`config.mk`:
```
export PLATFORM = sky130hd
export DESIGN_NAME = picmicro_timer0
export DESIGN_NICKNAME = d
export VERILOG_FILES = /design/src/rtl/picmicro_timer0.sv
export SDC_FILE = /design/constraint.sdc
export NUM_CORES = 1
export LEC_CHECK = 0
export ABC_CLOCK_PERIOD_IN_PS = 3200
export CAP_MARGIN = 30
export CORE_MARGIN = 10
export CORE_UTILIZATION = 54
export CTS_CLUSTER_DIAMETER = 120
export CTS_CLUSTER_SIZE = 20
export DETAILED_ROUTE_END_ITERATION = 16
export PLACE_DENSITY = 0.84
export SYNTH_ARGS = -nofsm -noshare
export SYNTH_HDL_FRONTEND = slang
export SYNTH_SLANG_ARGS = --single-unit
```
`constraint.sdc`:
```
create_clock -name clk -period 3.2 [get_ports clk]
set_clock_uncertainty 0.05 [all_clocks]
set_input_delay 0.64 -clock clk [delete_from_list [all_inputs] [get_ports clk]]
set_output_delay 0.64 -clock clk [all_outputs]
set_load 0.03 [all_outputs]
```
`src/rtl/picmicro_timer0.sv`:
```
`default_nettype none
// ============================================================================
// Module   : picmicro_timer0
// Purpose  : PIC-style Timer0 (TMR0 + OPTION_REG) with shared 8-bit prescaler.
//            Optional T0CKI synchroniser when TIMER0_EXT_CLK_EN is defined.
// Revision : 1.0  initial release
// ============================================================================
module picmicro_timer0 #(
  parameter logic [7:0] TMR0_RESET   = 8'h00,
  parameter logic [7:0] OPTION_RESET = 8'hFF
) (
  input  logic       clk,
  input  logic       rst,
  input  logic [8:0] addr,
  input  logic [7:0] data_in,
  input  logic       wr_en,
  input  logic       instr_tick,
  input  logic       t0cki,
  output logic [7:0] data_out,
  output logic       t0if_set,
  output logic [7:0] option_out
);

  localparam logic [7:0] c_TMR0_ADDR   = 8'h01;
  localparam logic [7:0] c_OPTION_ADDR = 8'h81;

  logic [7:0] r_tmr0;
  logic [7:0] r_option;
  logic [7:0] r_psc;
  logic [1:0] r_inhibit;
  logic       r_t0if;

  logic       w_tmr0_hit;
  logic       w_opt_hit;
  logic       w_tmr0_wr;
  logic       w_opt_wr;
  logic       w_psa;
  logic [2:0] w_ps;
  logic       w_tick_evt;
  logic [7:0] w_psc_inc;
  logic [7:0] w_psc_mask;
  logic       w_psc_match;
  logic       w_inc;
  logic       w_psc_cfg_chg;

  assign w_tmr0_hit = (addr[7:0] == c_TMR0_ADDR);
  assign w_opt_hit  = (addr[7:0] == c_OPTION_ADDR);
  assign w_tmr0_wr  = wr_en & w_tmr0_hit;
  assign w_opt_wr   = wr_en & w_opt_hit;

  assign w_psa = r_option[3];
  assign w_ps  = r_option[2:0];

`ifdef TIMER0_EXT_CLK_EN
  logic w_t0cs;
  logic w_t0se;
  logic r_sync1;
  logic r_sync2;
  logic r_edge;
  logic w_ext_evt;

  assign w_t0cs = r_option[5];
  assign w_t0se = r_option[4];

  always_ff @(posedge clk) begin
    if (rst) begin
      r_sync1 <= 1'b0;
      r_sync2 <= 1'b0;
      r_edge  <= 1'b0;
    end else begin
      r_sync1 <= t0cki;
      r_sync2 <= r_sync1;
      r_edge  <= r_sync2;
    end
  end

  // Pulse lands in the third clk after the pin edge, so TMR0 moves on that edge.
  assign w_ext_evt  = w_t0se ? (r_edge & ~r_sync2) : (r_sync2 & ~r_edge);
  assign w_tick_evt = w_t0cs ? w_ext_evt : instr_tick;
`else
  logic w_unused_t0cki;
  assign w_unused_t0cki = t0cki;
  assign w_tick_evt     = instr_tick;
`endif

  // Ratio 1:2^(PS+1): TMR0 steps when the low PS+1 bits of the next count are zero.
  assign w_psc_inc     = r_psc + 8'd1;
  assign w_psc_mask    = 8'hFF >> (3'd7 - w_ps);
  assign w_psc_match   = ((w_psc_inc & w_psc_mask) == 8'h00);
  assign w_psc_cfg_chg = (data_in[3] != w_psa) || (data_in[2:0] != w_ps);

  assign w_inc = w_tick_evt & (w_psa | w_psc_match) & (r_inhibit == 2'd0);

  always_ff @(posedge clk) begin
    if (rst) begin
      r_psc <= 8'h00;
    end else if (w_tmr0_wr) begin
      r_psc <= 8'h00;
    end else if (w_opt_wr && w_psc_cfg_chg) begin
      r_psc <= 8'h00;
    end else if (w_psa) begin
      r_psc <= 8'h00;
    end else if (w_tick_evt) begin
      r_psc <= w_psc_inc;
    end
  end

  always_ff @(posedge clk) begin
    if (rst) begin
      r_inhibit <= 2'd0;
    end else if (w_tmr0_wr) begin
      r_inhibit <= 2'd2;
    end else if (instr_tick && (r_inhibit != 2'd0)) begin
      r_inhibit <= r_inhibit - 2'd1;
    end
  end

  // A write on the same clk as an increment swallows the increment and its flag.
  always_ff @(posedge clk) begin
    if (rst) begin
      r_tmr0 <= TMR0_RESET;
      r_t0if <= 1'b0;
    end else begin
      r_t0if <= 1'b0;
      if (w_tmr0_wr) begin
        r_tmr0 <= data_in;
      end else if (w_inc) begin
        r_tmr0 <= r_tmr0 + 8'd1;
        r_t0if <= (r_tmr0 == 8'hFF);
      end
    end
  end

  always_ff @(posedge clk) begin
    if (rst) begin
      r_option <= OPTION_RESET;
    end else if (w_opt_wr) begin
      r_option <= data_in;
    end
  end

  always_comb begin
    data_out = 8'h00;
    if (w_tmr0_hit) begin
      data_out = r_tmr0;
    end else if (w_opt_hit) begin
      data_out = r_option;
    end
  end

  assign t0if_set   = r_t0if;
  assign option_out = r_option;

endmodule
`default_nettype wire

```
==> run summary <==
Post-CTS Setup Inserts -> 0
PortBufs -> 36
post-cts resize count -> 0
TritonCTS Buffers -> 3
Int Pwr -> 0.4640 mW
post-synthesis cell count -> 205
worst-path cell chain -> clkdlybuf4s50_1 > nor4_1 > nand2_1 > nor2_1 > buf_4
Slowest-stage cell, CP -> clkdlybuf4s50_1
fraction of final layout cells sized beyond drive strength 1 -> 12.50%
Rows -> 20
GRT Util Overall -> 13.08%
pwr dens -> 305.3 nW/um^2
R2R cell count -> 8
Crit path buffers/inverters -> 2
final hold vios -> 0
CTS tree -> built
syn nets -> 230
via/cell ratio -> 5.408
Logic pwr share -> 16.8%
first-pass GRT wire length -> 6582 um
Final Power -> 0.6436 mW
Synth Warn # -> 0
Worst Path Arrival -> 2.06 ns
max frequency -> 0.3635 GHz
outcome -> completed
cell family with the largest share of critical-path delay -> simple AND/OR/NAND/NOR gates
ys flop type -> dfxtp_1
clk buf depth -> 2
nets@finish -> 266
crit path launch type -> input port
number of global-route vias before repair -> 1500
WHS Endpoint -> option_out[4]
Netlist Area Pre-Place -> 1728 sq um
sequential fraction of the synthesis area -> 31.28%
CTS Root Cell -> clkbuf_4
Initial Util -> 56.60%
WP data required -> 2.51 ns
HP Class -> flip-flop to flip-flop
Sw Ratio -> 27.92%
Ports -> 39
sequential power share -> 57.2%
initial antenna violation count -> 0
Worst slew margin -> 59.31%
Clock Latency Late Sink -> 0.35 ns
Unique masters post-synth -> 48
dominant cell type by area after synthesis -> dfxtp_1
slew at the pin with the worst max-slew slack -> 0.6084 ns
clock share of power -> 26.0%
core box area -> 3053 sq um
leak pwr -> 0.8169 nW
DRT Pass-1 Iters -> 4
Yosys reg bits -> 27
R2R Setup Slk -> 0.85 ns
worst vdd ir -> 0.2765 mV
top cells by instance count after synthesis -> 27 x dfxtp_1, 26 x nand2_1, 23 x nor2_1
Post-DRT Antenna Nets -> 0
WL final -> 3994 um
Clock Pin Slew Worst Setup and Hold Paths -> 0.17 ns
CP peak stage delay -> 0.41 ns
min Tclk post-route -> 2.751 ns
CP max FO -> 8
Final Max Slew Viols -> 0
routability congestion estimate -> 0.8011
Synth top area share -> 31.28%
Vias -> 1536
worst flop-to-flop path startpoint -> r_psc[0]
Layout Area Growth over Synthesis -> 22.01%
most numerous cell in the Yosys netlist -> dfxtp_1
Die ar. -> 5862 sq um
clock sinks -> 27
dpl ws -> 0.4461 ns
classification of the worst setup path -> input port to output pin
chip height -> 76.57 um
Worst Hold Depth -> 2
final setup fails -> 0
RSZ-0062 raised after global routing -> no
Max Cap Violations -> 0
wire per inst -> 14.06 um
CP Capture Type -> output pin
1st-iter DRT viols -> 131
# H-tree levels -> 1
DP HPWL -> 3161 um
total negative slack -> 0 ns
final worst-path cycle share -> 85.96%
Mean Syn Cell Area -> 8.429 sq um
Async SR Flop Fraction -> 0%
Remaining DRCs -> 0
global route overflow -> 0
# hold bufs at CTS -> 0
largest cells by area after synthesis -> dfxtp_1 31%, mux2i_1 10%, nand2_1 5.6%
setup ws final -> 0.4493 ns
Hold Crit Start -> option_out[4]
number of synthesized flops with an enable pin -> 0
antenna fix cells -> 0
largest net degree at the start of global routing -> 19
width of the die -> 76.57 um
NetSw -> 0.1797 mW
reg2reg end -> r_tmr0[0]
## area by class of cell
| type | instances | area (sq um) |
|---|---|---|
| multi-input cells | 163 | 1089 |
| fillers | 267 | 944.7 |
| flip-flops and latches | 27 | 540.5 |
| well taps | 44 | 55.05 |
| inverters | 6 | 22.52 |
| clock buffers | 3 | 22.52 |
| repair buffers | 40 | 370.4 |
| clock inverters | 1 | 8.758 |
## cell usage in the layout (no fill, tap or decap), drive strengths merged, types with 7 or more instances in the layout
cell            n
nor2           24
buf            12
o21ai          11
inv             7
nand2          26
mux2i          18
xnor2          10
and3            7
clkdlybuf4s50  28
dfxtp          27
nand3          10
a21oi           7
## through the flow
stage | hold slack [ns] | util (%) | cells | instance area, sq um
final | 0.4671 | 69.06 | 284 | 2108
after global routing | 0.4979 | 69.06 | 284 | 2108
after floorplan | 0.4344 | - | 205 | 1728
after CTS | 0.4652 | 69.06 | 284 | 2108
after global placement | 0.4350 | 68.03 | 280 | 2077
after detailed placement | 0.4456 | 68.03 | 280 | 2077
## registers in the layout, indices dropped and copies added, names as in the netlist
signal	count
r_psc	8
option_out	8
r_inhibit	2
t0if_set	1
r_tmr0	8
## how the worst max path moves through the flow
stage / start / to / slack [ns] / depth (start not counted)
5_1_grt: addr[2] / data_out[1] / 0.31 / 5
2_1_floorplan: addr[2] / data_out[0] / 0.93 / 3
3_3_place_gp: addr[2] / data_out[1] / 0.48 / 5
6_report: addr[2] / data_out[1] / 0.45 / 5
4_1_cts: addr[2] / data_out[1] / 0.44 / 5
3_5_place_dp: addr[2] / data_out[1] / 0.45 / 5
## routing by layer
metal / wire (um) / global-route usage [%] / vias up
met5: 0 / 0 / -
met3: 256 / 4.835 / 2
met1: 1879 / 15.95 / 707
li1: - / - / 791
met2: 1843 / 21.51 / 36
met4: 14 / 2.416 / 0
## worst reg2reg max path, delay by kind of cell (launching register included)
family	cells	cell delay, ns
XOR/XNOR	1	0.19
AO/OA/AOI/OAI	3	0.94
adder cells (fa/ha/maj)	1	0.28
flip-flops	1	0.47
AND/OR/NAND/NOR	3	0.33
## kinds of logic (layout without fill, tap and decap cells)
| logic type | count (synthesis) | count (layout) | share of synthesized area [%] |
|---|---|---|---|
| compound gates | 34 | 34 | 15.06 |
| xor+xnor | 15 | 15 | 7.603 |
| fa+ha+maj | 3 | 3 | 2.173 |
| buf+inv | 15 | 50 | 5.720 |
| flops | 27 | 27 | 31.28 |
| mux | 18 | 18 | 10.43 |
| simple gates | 93 | 93 | 27.73 |
## power by group through the flow
stage | combinational, mW | clock, mW | sequential [mW]
floorplan | 0.0713 | 0 | 0.371
global placement | 0.106 | 0 | 0.374
detailed placement | 0.109 | 0 | 0.375
CTS | 0.109 | 0.171 | 0.367
global route | 0.118 | 0.185 | 0.371
finish | 0.108 | 0.168 | 0.368
No activity file was read; power rests on OpenSTA's default activity.
